**src/rtl/delay_latency_probe_if.sv**
```systemverilog
// Delay-path probe bundle: start request, probe/echo words and status.
// The measuring block uses master; the environment uses slave.
interface delay_latency_probe_if #(
    parameter int C_BIT_WIDTH = 20,
    parameter int C_CNT_WIDTH = 16
);
    logic                   start;
    logic [C_BIT_WIDTH-1:0] probe;
    logic [C_BIT_WIDTH-1:0] echo;
    logic                   busy;
    logic                   done;
    logic                   timeout;
    logic                   err;
    logic [C_CNT_WIDTH-1:0] latency;

    modport master (
        input  start, echo,
        output probe, busy, done, timeout, err, latency
    );

    modport slave (
        output start, echo,
        input  probe, busy, done, timeout, err, latency
    );
endinterface

```
**src/rtl/delay_latency_probe.sv**
```systemverilog
// Measures round-trip latency of an external delay path by flushing it,
// injecting a marker word and counting cycles until the marker returns.
module delay_latency_probe #(
    parameter int                     C_BIT_WIDTH   = 20,
    parameter int                     C_MAX_LATENCY = 4095,
    parameter int                     C_CNT_WIDTH   = 16,
    parameter logic [C_BIT_WIDTH-1:0] C_MARKER      = 20'hA5A5A
) (
    input logic                   clk,
    input logic                   rst,
    delay_latency_probe_if.master bus
);
    typedef enum logic [1:0] {
        IDLE,
        FLUSH,
        MARK,
        WAIT
    } state_t;

    localparam logic [C_CNT_WIDTH-1:0] MAX = C_CNT_WIDTH'(C_MAX_LATENCY);

    state_t                 state;
    logic [C_CNT_WIDTH-1:0] cnt;
    logic [C_BIT_WIDTH-1:0] probe_q;
    logic                   busy_q;
    logic                   done_q;
    logic                   timeout_q;
    logic                   err_q;
    logic [C_CNT_WIDTH-1:0] latency_q;

    logic pulse;
    logic hit;
    logic bad;

    assign pulse = done_q | timeout_q | err_q;
    assign hit   = (bus.echo == C_MARKER);
    assign bad   = (bus.echo != '0) && !hit;

    always_ff @(posedge clk or posedge rst) begin
        if (rst) begin
            state     <= IDLE;
            cnt       <= '0;
            probe_q   <= '0;
            busy_q    <= 1'b0;
            done_q    <= 1'b0;
            timeout_q <= 1'b0;
            err_q     <= 1'b0;
            latency_q <= '0;
        end else begin
            done_q    <= 1'b0;
            timeout_q <= 1'b0;
            err_q     <= 1'b0;
            unique case (state)
                IDLE: begin
                    probe_q <= '0;
                    cnt     <= '0;
                    // the cycle carrying a result pulse never accepts start
                    if (bus.start && !pulse) begin
                        state  <= FLUSH;
                        busy_q <= 1'b1;
                    end else begin
                        busy_q <= 1'b0;
                    end
                end
                FLUSH: begin
                    if (cnt == MAX) begin
                        state   <= MARK;
                        probe_q <= C_MARKER;
                        cnt     <= '0;
                    end else begin
                        cnt <= cnt + 1'b1;
                    end
                end
                MARK, WAIT: begin
                    probe_q <= '0;
                    if (hit) begin
                        latency_q <= cnt;
                        done_q    <= 1'b1;
                        state     <= IDLE;
                    end else if (bad) begin
                        err_q <= 1'b1;
                        state <= IDLE;
                    end else if (state == WAIT && cnt == MAX) begin
                        timeout_q <= 1'b1;
                        state     <= IDLE;
                    end else begin
                        state <= WAIT;
                        if (cnt != MAX) begin
                            cnt <= cnt + 1'b1;
                        end
                    end
                end
                default: state <= IDLE;
            endcase
        end
    end

    assign bus.probe   = probe_q;
    assign bus.busy    = busy_q;
    assign bus.done    = done_q;
    assign bus.timeout = timeout_q;
    assign bus.err     = err_q;
    assign bus.latency = latency_q;
endmodule

```
**src/flat_wrapper.sv**
```systemverilog
// flat-port wrapper written by rule: the top's interface ports become plain ports
module delay_latency_probe_flat 
#(
    parameter int                     C_BIT_WIDTH   = 20,
    parameter int                     C_MAX_LATENCY = 4095,
    parameter int                     C_CNT_WIDTH   = 16,
    parameter logic [C_BIT_WIDTH-1:0] C_MARKER      = 20'hA5A5A
)
  (clk, rst, bus_start, bus_echo, bus_probe, bus_busy, bus_done, bus_timeout, bus_err, bus_latency);
  delay_latency_probe_if #(.C_BIT_WIDTH(C_BIT_WIDTH), .C_CNT_WIDTH(C_CNT_WIDTH)) bus_i ();
  input logic clk;
  input logic rst;
  input wire logic [$bits(bus_i.start)-1:0] bus_start;
  input wire logic [$bits(bus_i.echo)-1:0] bus_echo;
  output wire logic [$bits(bus_i.probe)-1:0] bus_probe;
  output wire logic [$bits(bus_i.busy)-1:0] bus_busy;
  output wire logic [$bits(bus_i.done)-1:0] bus_done;
  output wire logic [$bits(bus_i.timeout)-1:0] bus_timeout;
  output wire logic [$bits(bus_i.err)-1:0] bus_err;
  output wire logic [$bits(bus_i.latency)-1:0] bus_latency;
  assign bus_i.start = bus_start;
  assign bus_i.echo = bus_echo;
  assign bus_probe = bus_i.probe;
  assign bus_busy = bus_i.busy;
  assign bus_done = bus_i.done;
  assign bus_timeout = bus_i.timeout;
  assign bus_err = bus_i.err;
  assign bus_latency = bus_i.latency;
  delay_latency_probe #(.C_BIT_WIDTH(C_BIT_WIDTH), .C_MAX_LATENCY(C_MAX_LATENCY), .C_CNT_WIDTH(C_CNT_WIDTH), .C_MARKER(C_MARKER)) u_core (.clk(clk), .rst(rst), .bus(bus_i));
endmodule
```
**config.mk**
```make
export PLATFORM = sky130hd
export DESIGN_NAME = delay_latency_probe_flat
export DESIGN_NICKNAME = d
export VERILOG_FILES = /design/src/rtl/delay_latency_probe_if.sv /design/src/rtl/delay_latency_probe.sv /design/src/flat_wrapper.sv
export SDC_FILE = /design/constraint.sdc
export NUM_CORES = 1
export LEC_CHECK = 0
export ABC_AREA = 1
export ABC_CLOCK_PERIOD_IN_PS = 1900
export CAP_MARGIN = 30
export CORE_MARGIN = 10
export CORE_UTILIZATION = 31
export CTS_CLUSTER_SIZE = 8
export DETAILED_ROUTE_END_ITERATION = 10
export PLACE_DENSITY = 0.64
export SETUP_SLACK_MARGIN = 0.15
export SLEW_MARGIN = 20
export SYNTH_ARGS = -nofsm -noshare
export SYNTH_HDL_FRONTEND = slang
export SYNTH_SLANG_ARGS = --single-unit
export TNS_END_PERCENT = 20
```
**constraint.sdc**
```tcl
create_clock -name clk -period 1.9 [get_ports clk]
set_input_delay 0.19 -clock clk [delete_from_list [all_inputs] [get_ports clk]]
set_output_delay 0.19 -clock clk [all_outputs]
set_load 0.005 [all_outputs]
```
[Word level (Yosys, flattened, before mapping)]
Index checks and enable logic that the tools add are counted.
Operators by class
  bitwise gates (word level): 2
  $add $sub $neg: 1
  reductions and logical operators: 12
  equality and inequality tests: 12
  mux-type cells: 24
Operators by type and width (number)
  $mux 16: 5
  $pmux 16 s3: 1
  $pmux 20 s2: 1
  $eq 20x20->1 const B: 1
  $mux 20: 1
  $reduce_bool 20->1: 1
  $add 16x1->16 const B: 1
  $eq 16x12->1 const B: 1
  $ne 16x12->1 const B: 1
  $mux 1: 10
  $mux 2: 5
  $ne 2x1->1 const B: 3
  $ne 2x2->1 const B: 3
  $pmux 2 s3: 1
  $eq 2x2->1 const B: 2
  $reduce_and 2->1: 2
  $reduce_and 4->1: 1
  $logic_and 1x1->1: 3
  $reduce_or 3->1: 1
  $eq 2x1->1 const B: 1
  $logic_not 1->1: 2
  $logic_not 2->1: 1
  $or 1x1->1: 2
  $reduce_or 2->1: 1
Word-level totals
  output and inout port bits: 40
  logic and storage cells: 59
  flip-flop bits (word level): 58

[Logic depth before layout (Yosys ltp)]
Gate-level depths: netlist of run 1.
  word-level depth: 6
  depth in mapped cells: 11
  gate-level depth less buffers: 10

[Worst setup path after synthesis of run 1]
OpenSTA, ideal clock, no wires.
  path kind: reg-to-reg
  start point: register u_core.cnt[0]
  end point: register u_core.cnt[5]
  arrival time: 1419 ps
  cell stages (with the launch flop): 12
  setup slack: 364 ps
  setup time: 117 ps
  buffers on the path: 1
  clock period less this slack: 1536 ps
  path through: dfrtp_1 -> ha_1 -> nand2_1 -> nor2_1 -> nand2_2 -> clkinv_2 -> nand3_4 -> nand2_2 -> nand2_2 -> buf_2 -> nand3_1 -> nand2_1
On the way
  longest elaborated chain between the ends: 6
  elaborated cells between the ends (all ways): 13
RTL lines
  from (decl): line delay_latency_probe.sv:23  | logic [C_CNT_WIDTH-1:0] cnt;
  from (signal assigned): line delay_latency_probe.sv:71  | cnt <= cnt + 1'b1;
  from (signal assigned): line delay_latency_probe.sv:89  | cnt <= cnt + 1'b1;
  $add 16x1->16: line delay_latency_probe.sv:71, delay_latency_probe.sv:89
  $mux 16: line delay_latency_probe.sv:88  | if (cnt != MAX) begin
  $mux 16: line delay_latency_probe.sv:83  | end else if (state == WAIT && cnt == MAX) begin
  $mux 16: line delay_latency_probe.sv:80  | end else if (bad) begin
  $mux 16: line delay_latency_probe.sv:76  | if (hit) begin
  $pmux 16 s3: line delay_latency_probe.sv:53  | unique case (state)
Parallel ways exist; a longest one is shown, timed or not. The select of a mux whose other input is x is not followed.
A chain may end at the register's enable or synchronous reset.

[Worst setup path after layout of run 1]
  start point: register u_core.cnt[1]
  end point: register u_core.cnt[7]
Same word-level chain as after synthesis.

==> impl_metrics.ini, run 1 <==
[clock_network]
clkLatencyLatePin_ns = 0.29
clkSinkCount = 39
tritoncts_clock_tree = yes
cts-buffers-inserted = 5
cts_max_level = 2
deepest_clock_path_buffer_count = 2
clockRootBuffer = clkbuf_8
path_clk_slew_ns = 0.08

[die]
row_count = 30
dieWidth_um = 104
ios = 63
core_area_um2 = 6870
initial_core_util = 0.321
die_h_um = 104
die_area_um2 = 10900

[timing]
post-route-worst-setup-slack_ns = 0.284
timing_max_transition_violations_final = 0
post-route-period-util = 0.850
max_freq_mhz = 619
final_hold_viol_count = 0
period_needed_ns = 1.62
fin_tns_setup_ns = 0
worst_clock_skew_ns = 0.00600
setup_repair_after_global_routing_missed_its_margin = false
setup_viol_count_final = 0

[placed_design]
detailedPlacementHpwl_mm = 4.13
port_buffer_count = 52
place.gp.congestion = 0.812
placement.cell_area_um2 = 2760
preCtsSetupSlack_ns = 0.170

[synth]
synthMostInstantiatedCell = nand2_1
ys_async_sr_fraction = 1.00
synth_commonest_cells = 98 x nand2_1, 39 x dfrtp_1, 31 x nor2_1
top_area_cell_type_share_of_the_netlist_area = 0.442
synth_enable_flop_cells = 0
postSynthRegisterBits = 39
distinct_cells_synth = 29
ys_top_cells_by_area = dfrtp_1 44%, nand2_1 17%, buf_4 6.8%, nor2_1 5.3%, nand3_1 5.2%
syn_inst = 287
yosys_warnings = 0
synth_seq_area_share = 0.442
mappedNetlistArea_um2 = 2210
synth_ff_type = dfrtp_1
synthesis.area_per_instance_um2 = 7.69
synth.largest_area_cell = dfrtp_1

[global_route]
met3_usage = 0.0198
grt_remaining_overflow = 0
met2_usage = 0.170
grt_pass1_vias = 1827
globalRouteMet1Util = 0.109
global_route_wire_length_before_repair_mm = 8.80
grtUsageTotal = 0.0958
grt_busiest_layer = met2
grt_start_max_net_pins = 40
antenna_found_initial = 0

[status]
run_status = completed

[final_layout]
layout.core_utilization = 0.423
design.final.nets = 362
num_antenna_cells = 0
finish.instance_area_um2 = 2900
final_layout_size_suffix_gt1_frac = 0.0944
synthToLayoutAreaGrowth_pct = 31.6

[setup_path]
regToRegEndpoint = u_core.cnt[7]
critical_path.reg2reg.startpoint = u_core.cnt[1]
timing.critical_path.to_type = flip-flop
worstPathRequired_ns = 2.13
worst-setup-path-type = flip-flop to flip-flop
crit_arrival_ns = 1.85
timing.critical_path.fanout_max = 8
reg2reg_depth = 10
r2r_slack_ns = 0.28
worstSetupStartpointType = flip-flop

[pwr]
leak_pwr_uw = 0.00138
largest_vdd_supply_drop_v = 0.000233
totalPowerFinal_uw = 1600
power_per_cell_area_nw_per_um2 = 550

[flow_run]
maxCapViolCount = 0

[routing]
wl_mm = 5.21
drt-initial-drc-count = 107
number_of_design_rule_violations_left_after_detail_routing = 0
post_drt_via_cell_ratio = 4.38
dr_vias = 1905
dr.pass1.iters = 4
average_detailed_routed_wire_length_per_instance_um = 12.0
final_antenna_net_count = 0

[worst_hold_path]
path_class_of_the_lowest_slack_min_delay_path = primary input to asynchronous set/reset pin
[state kept, by name (all words and copies together), names as in the netlist]
register,count
u_core.bus.timeout,1
u_core.state,2
u_core.bus.done,1
u_core.bus.err,1
u_core.bus.latency,16
u_core.cnt,16
u_core.bus.busy,1
u_core.bus.probe,1
[logic make-up (layout without fill, tap and decap cells)]
kind of cell / count (synthesis) / in the layout / share of synthesized area
xor gates and xnor gates: 12 / 12 / 0.0476
buffers and inverters: 41 / 84 / 0.110
other: 1 / 10 / 0.00170
and+or+nand+nor: 168 / 168 / 0.325
AOI/OAI and AO/OA: 25 / 25 / 0.0675
adders and majority gates: 1 / 1 / 0.00567
DFF: 39 / 39 / 0.442
[placed cells by master (no fill, tap or decap)]
cell type / count
a21oi_1: 1
a31oi_1: 1
buf_4: 10
bufinv_16: 1
clkbuf_8: 5
clkdlybuf4s50_1: 52
clkinv_2: 2
clkinv_4: 1
conb_1: 10
dfrtp_1: 39
ha_2: 1
inv_1: 13
nand2_1: 98
nand2_2: 1
nand2_4: 1
nand2_8: 1
nand3_1: 23
nand3_2: 1
nand3_4: 1
nand4_1: 5
nor2_1: 30
nor2_2: 4
nor2_4: 1
nor3_1: 1
o211ai_1: 1
o21a_1: 2
o21ai_0: 18
o21ai_2: 1
o21ai_4: 1
or2_1: 1
xnor2_1: 5
xor2_1: 7
[power breakdown]
part	total (µW)	internal (µW)	switching, µW
clock	689	391	299
sequential	829	829	0
combinational	79.3	44.8	34.4
total	1600	1260	333
[per-stage QoR]
step,cells,hold WS (ns)
final,435,0.320
after global routing,435,0.382
after CTS,434,0.347
after detailed placement,426,0.484
after global placement,426,0.481
after floorplan,296,0.395
[how the worst max path moves through the flow]
stage	startpoint	end	slack [ns]	depth (start not counted)
floorplan	u_core.cnt[0]	u_core.cnt[5]	0.36	11
global placement	u_core.cnt[1]	u_core.cnt[14]	0.19	10
detailed placement	bus_echo[0]	u_core.cnt[13]	0.17	10
CTS	u_core.cnt[1]	u_core.cnt[12]	0.18	10
global route	u_core.cnt[1]	u_core.cnt[3]	0.15	10
finish	u_core.cnt[1]	u_core.cnt[7]	0.28	10
[worst max-delay path, stage by stage, from the launching register on]
cell      delay [ns]
dfrtp_1         0.41
ha_2            0.23
nand2_1         0.06
nor2_1          0.12
nand2_2         0.12
clkinv_2        0.08
nand3_4         0.09
o21ai_4         0.14
buf_4           0.18
nand2_1         0.06
nand2_1         0.07
[final cells by class]
type / instances / area [µm²]
Timing Repair Buffer: 62 / 596
Inverter: 14 / 53.8
Fill cell: 707 / 3970
Tap cell: 96 / 120
Multi-Input combinational cell: 216 / 1050
Clock buffer: 5 / 68.8
Sequential cell: 39 / 976
Clock inverter: 3 / 43.8
[layer usage]
metal	vias to the layer above	wire, µm
li1	985	-
met1	877	2170
met2	37	2770
met3	6	200
met4	0	73
met5	-	0
[what timing repair did]
item | CTS | global route
buffers inserted | 0 | 1
setup endpoints to repair | 0 | 15
hold buffers | 0 | 0
gates resized for setup | 0 | 5
(Power assumes the default switching activity.)
==> inputs of run 2 (changes only) <==
--- a/config.mk
+++ b/config.mk
@@ -8,7 +8,6 @@
 export ABC_AREA = 1
 export ABC_CLOCK_PERIOD_IN_PS = 1900
 export CAP_MARGIN = 30
-export CORE_MARGIN = 10
 export CORE_UTILIZATION = 31
 export CTS_CLUSTER_SIZE = 8
 export DETAILED_ROUTE_END_ITERATION = 10
@@ -18,4 +17,4 @@
 export SYNTH_ARGS = -nofsm -noshare
 export SYNTH_HDL_FRONTEND = slang
 export SYNTH_SLANG_ARGS = --single-unit
-export TNS_END_PERCENT = 20
+export TNS_END_PERCENT = 1
==> impl_metrics.ini, run 2 (same netlist as run 1, synthesis figures left out) <==
[timing]
timing_max_transition_violations_final = 0
period_needed_ns = 1.67
final_hold_viol_count = 0
setup_viol_count_final = 0
max_freq_mhz = 597
post-route-period-util = 0.881
worst_clock_skew_ns = 0.00608
fin_tns_setup_ns = 0
setup_repair_after_global_routing_missed_its_margin = true

[placed_design]
placed_cells = 423
detailedPlacementHpwl_mm = 3.58
place.gp.congestion = 0.831
port_buffer_count = 52

[final_layout]
seqCellArea_um2 = 976
area_of_combinational_cells_with_multiple_inputs_um2 = 1030
layout.filler_cells = 716
layout.core_utilization = 0.419
mostFrequentLayoutCells = 98 x nand2_1, 52 x clkdlybuf4s50_1, 39 x dfrtp_1
final_layout_size_suffix_gt1_frac = 0.0833
design.final.nets = 360
layout.cells.most_common = nand2_1
num_antenna_cells = 0
synthToLayoutAreaGrowth_pct = 29.6
final-instance-count-excl-fill = 432

[die]
ios = 63
die_area_um2 = 7460
dieWidth_um = 86.4
core_area_um2 = 6830
die_h_um = 86.4
row_count = 30
initial_core_util = 0.323

[clock_network]
ctsHoldBuffers = 0
clockRootBuffer = clkbuf_8
deepest_clock_path_buffer_count = 2
cts-buffers-inserted = 5
path_clk_slew_ns = 0.07
tritoncts_clock_tree = yes
clkLatencyLatePin_ns = 0.29
clkSinkCount = 39
cts_max_level = 2

[setup_path]
crit_start = u_core.cnt[0]
worstSetupStartpointType = flip-flop
reg2reg_depth = 10
critical_path.reg2reg.startpoint = u_core.cnt[0]
crit_cells = 10
r2r_slack_ns = 0.23
critical_path.top_delay_family = simple AND/OR/NAND/NOR gates
path_buf_inv = 2
crit_arrival_ns = 1.91
worst_path_largest_cell_delay_ns = 0.43
cp_cell_sequence = ha_1 > nand2_1 > nor2_1 > nand2_2 > clkinv_2 > nand3_4 > o21ai_4 > buf_4 > nand2_1 > nand2_1
timing.critical_path.fanout_max = 7
worst-setup-path-type = flip-flop to flip-flop
regToRegEndpoint = u_core.cnt[8]
critical-path-slowest-cell = dfrtp_1
path_common_cell = nand2_1
crit_end = u_core.cnt[8]
timing.critical_path.to_type = flip-flop
worstPathRequired_ns = 2.13

[routing]
final_antenna_net_count = 0
post_drt_via_cell_ratio = 4.36
number_of_design_rule_violations_left_after_detail_routing = 0
dr.pass1.iters = 4
dr_vias = 1885
wl_mm = 4.78
average_detailed_routed_wire_length_per_instance_um = 11.1
drt-initial-drc-count = 60

[pwr]
leak_pwr_uw = 0.00136
power.share.sequential = 0.566
power.share.clock = 0.380
combinationalPowerShare = 0.054
largest_vdd_supply_drop_v = 0.000220
power_per_cell_area_nw_per_um2 = 513
p_sw_uw = 308
switching_share = 0.210
internal_power_uw = 1160

[global_route]
antenna_found_initial = 0
grt_pass1_vias = 1798
grt_start_max_net_pins = 40
global_route_wire_length_before_repair_mm = 8.36
grt_remaining_overflow = 0
grtUsageTotal = 0.139

[status]
run_status = completed

[worst_hold_path]
path_class_of_the_lowest_slack_min_delay_path = primary input to asynchronous set/reset pin

[flow_run]
maxCapViolCount = 0
[run 2: changes by cell type in the layout (fill, tap and decap cells not counted)]
cell | previous run | this run
buf_12 | 0 | 1
buf_4 | 10 | 7
bufinv_16 | 1 | 0
clkbuf_8 | 5 | 6
clkinv_4 | 1 | 0
ha_1 | 0 | 1
ha_2 | 1 | 0
nand2_2 | 1 | 2
nand2_8 | 1 | 0
[run 2: tightest hold or removal path, delay by kind of cell]
kind	cells	cell delay [ns]
buffers and inverters	3	0.87
[run 2: how the worst min path moves through the flow]
stage	start	endpoint	slack, ns	cells past startpoint
2_1_floorplan	rst	u_core.bus.busy	0.40	1
3_3_place_gp	u_core.bus.latency[14]	u_core.bus.latency[14]	0.48	2
3_5_place_dp	u_core.bus.busy	u_core.bus.busy	0.49	1
4_1_cts	rst	u_core.cnt[7]	0.34	3
5_1_grt	rst	u_core.cnt[7]	0.37	3
6_report	rst	u_core.cnt[7]	0.33	3
[run 2: layout make-up]
type                            count  area share
Inverter                           14      0.0188
Timing Repair Buffer               60       0.207
Clock inverter                      1     0.00175
Tap cell                           96      0.0420
Sequential cell                    39       0.341
Clock buffer                        6      0.0289
Multi-Input combinational cell    216       0.360
[run 2: per-stage QoR]
step	instance area, µm²	worst slack [ns]	hold WS [ns]	power [µW]
6_report	2860	0.226	0.326	1470
5_1_grt	2860	0.111	0.372	1520
4_1_cts	2850	0.185	0.342	1480
3_5_place_dp	2740	0.147	0.485	925
3_3_place_gp	2740	0.202	0.480	925
2_1_floorplan	2240	0.364	0.395	885
[run 2: power groups by stage]
stage | Combinational, µW | Sequential [µW] | Clock (µW)
floorplan | 39.7 | 846 | 0
global placement | 79.2 | 846 | 0
detailed placement | 79.6 | 846 | 0
CTS | 79.8 | 830 | 568
global route | 89.0 | 829 | 605
finish | 79.0 | 830 | 558
[run 2: per-layer routing]
layer,part of all wire,routed length (µm),GRT usage
met5,0,0,0
met4,0.011,51,0.0364
met3,0.022,107,0.0200
met2,0.50,2380,0.240
met1,0.47,2240,0.183
[run 2: repair_timing]
action                                  CTS  global route
gates resized for setup                   0             2
endpoints found under the setup margin    2            16
buffers inserted                          2             0
pin swaps                                 1             0
==> inputs of run 3 (changes only) <==
--- a/config.mk
+++ b/config.mk
@@ -8,10 +8,10 @@
 export ABC_AREA = 1
 export ABC_CLOCK_PERIOD_IN_PS = 1900
 export CAP_MARGIN = 30
-export CORE_UTILIZATION = 31
+export CORE_UTILIZATION = 48
 export CTS_CLUSTER_SIZE = 8
 export DETAILED_ROUTE_END_ITERATION = 10
-export PLACE_DENSITY = 0.64
+export PLACE_DENSITY = 0.88
 export SETUP_SLACK_MARGIN = 0.15
 export SLEW_MARGIN = 20
 export SYNTH_ARGS = -nofsm -noshare
==> impl_metrics.ini, run 3 (same netlist as run 1, synthesis figures left out) <==
[placed_design]
preCtsSetupSlack_ns = 0.148
place.gp.congestion = 0.900
detailedPlacementHpwl_mm = 3.54
port_buffer_count = 52

[final_layout]
layout.cells.most_common = nand2_1
design.final.nets = 361
final_layout_size_suffix_gt1_frac = 0.0917
num_antenna_cells = 0
synthToLayoutAreaGrowth_pct = 28.7
layout.core_utilization = 0.648
mostFrequentLayoutCells = 98 x nand2_1, 52 x clkdlybuf4s50_1, 39 x dfrtp_1

[clock_network]
ctsHoldBuffers = 0
clkLatencyLatePin_ns = 0.30
clkSinkCount = 39
clockRootBuffer = clkbuf_8
deepest_clock_path_buffer_count = 2
cts_max_level = 2
tritoncts_clock_tree = yes
cts-buffers-inserted = 5
path_clk_slew_ns = 0.08

[routing]
post_drt_via_cell_ratio = 5.06
dr_vias = 1973
dr.pass1.iters = 4
drt-initial-drc-count = 162
final_antenna_net_count = 0
average_detailed_routed_wire_length_per_instance_um = 12.6
wl_mm = 4.92
number_of_design_rule_violations_left_after_detail_routing = 0

[setup_path]
timing.critical_path.to_type = flip-flop
worst-setup-path-type = flip-flop to flip-flop
timing.critical_path.fanout_max = 15
worstPathRequired_ns = 2.09
worstSetupStartpointType = flip-flop
crit_arrival_ns = 1.83

[global_route]
grt_remaining_overflow = 0
grt_pass1_vias = 1967
grt_start_max_net_pins = 40
antenna_found_initial = 0
grtUsageTotal = 0.221
global_route_wire_length_before_repair_mm = 8.65

[pwr]
power.share.clock = 0.431
combinationalPowerShare = 0.049
power.share.sequential = 0.520
p_sw_uw = 331
leak_pwr_uw = 0.00137
power_per_cell_area_nw_per_um2 = 562
switching_share = 0.207
totalPowerFinal_uw = 1600
internal_power_uw = 1260
largest_vdd_supply_drop_v = 0.000284

[timing]
post-route-worst-setup-slack_ns = 0.262
fin_hold_ws_ns = 0.296
max_freq_mhz = 611
period_needed_ns = 1.64
timing_max_transition_violations_final = 0
setup_viol_count_final = 0
post-route-period-util = 0.862
worst_clock_skew_ns = 0.00834
final_hold_viol_count = 0
setup_repair_after_global_routing_missed_its_margin = false
fin_tns_setup_ns = 0

[worst_hold_path]
path_class_of_the_lowest_slack_min_delay_path = primary input to asynchronous set/reset pin

[die]
initial_core_util = 0.503
core_area_um2 = 4380
ios = 63
row_count = 24
dieWidth_um = 69.8
die_h_um = 69.8
die_area_um2 = 4870

[status]
run_status = completed

[flow_run]
maxCapViolCount = 0
[run 3: cell types whose count changed in the layout (fill, tap and decap cells not counted), sizes merged]
cell / change
buf: +1
bufinv: +1
clkbuf: -1
clkinv: +1
[run 3: final cells by class]
class | count | area [µm²]
fillers | 356 | 1540
repair buffers | 61 | 601
well taps | 52 | 65.1
clock buffers | 5 | 68.8
clock inverters | 3 | 43.8
multi-input cells | 216 | 1030
flip-flops and latches | 39 | 976
inverters | 14 | 53.8
[run 3: repair_timing]
item / in CTS / in global routing
gates cloned: 0 / 0
setup buffers: 2 / 2
resized for setup: 0 / 3
pin swaps: 1 / 0
setup endpoints to repair: 3 / 18
[run 3: stage by stage]
step | cells | cell area, µm²
floorplan | 296 | 2240
global placement | 378 | 2690
detailed placement | 378 | 2690
CTS | 388 | 2820
global route | 390 | 2840
finish | 390 | 2840
[run 3: power groups by stage]
stage / combinational, µW / clock (µW) / sequential, µW
6_report: 77.9 / 689 / 829
5_1_grt: 89.3 / 738 / 829
3_5_place_dp: 79.0 / 0 / 846
3_3_place_gp: 77.0 / 0 / 846
4_1_cts: 79.0 / 700 / 829
2_1_floorplan: 39.7 / 0 / 846
[run 3: path summary, 6_finish.rpt]
kind	start	cells past startpoint	slack [ns]	endpoint
min in group clk	u_core.bus.latency[14]	2	0.50	u_core.bus.latency[14]
worst max register to register	u_core.cnt[12]	8	0.26	u_core.cnt[9]
max in group asynchronous	rst	3	1.25	u_core.bus.latency[11]
worst min-delay path	rst	3	0.30	u_core.bus.latency[3]
worst min register to register	u_core.bus.latency[14]	2	0.50	u_core.bus.latency[14]
worst max-delay path	u_core.cnt[12]	8	0.26	u_core.cnt[9]
[run 3: critical path: stages, from the launching register on]
cell and delay (ns):
dfrtp_1 0.45, or2_1 0.29, nor2_4 0.15, nand2_1 0.08
nor2_2 0.14, o21ai_2 0.08, buf_4 0.20, nand3_1 0.08
nand2_1 0.06
[run 3: metal layers]
metal  track usage  vias up  part of all wire
met2         0.376       75              0.51
met1         0.277      902              0.42
met3        0.0422       12             0.055
li1              -      984                 -
met5             0        -                 0
met4        0.0822        0             0.016
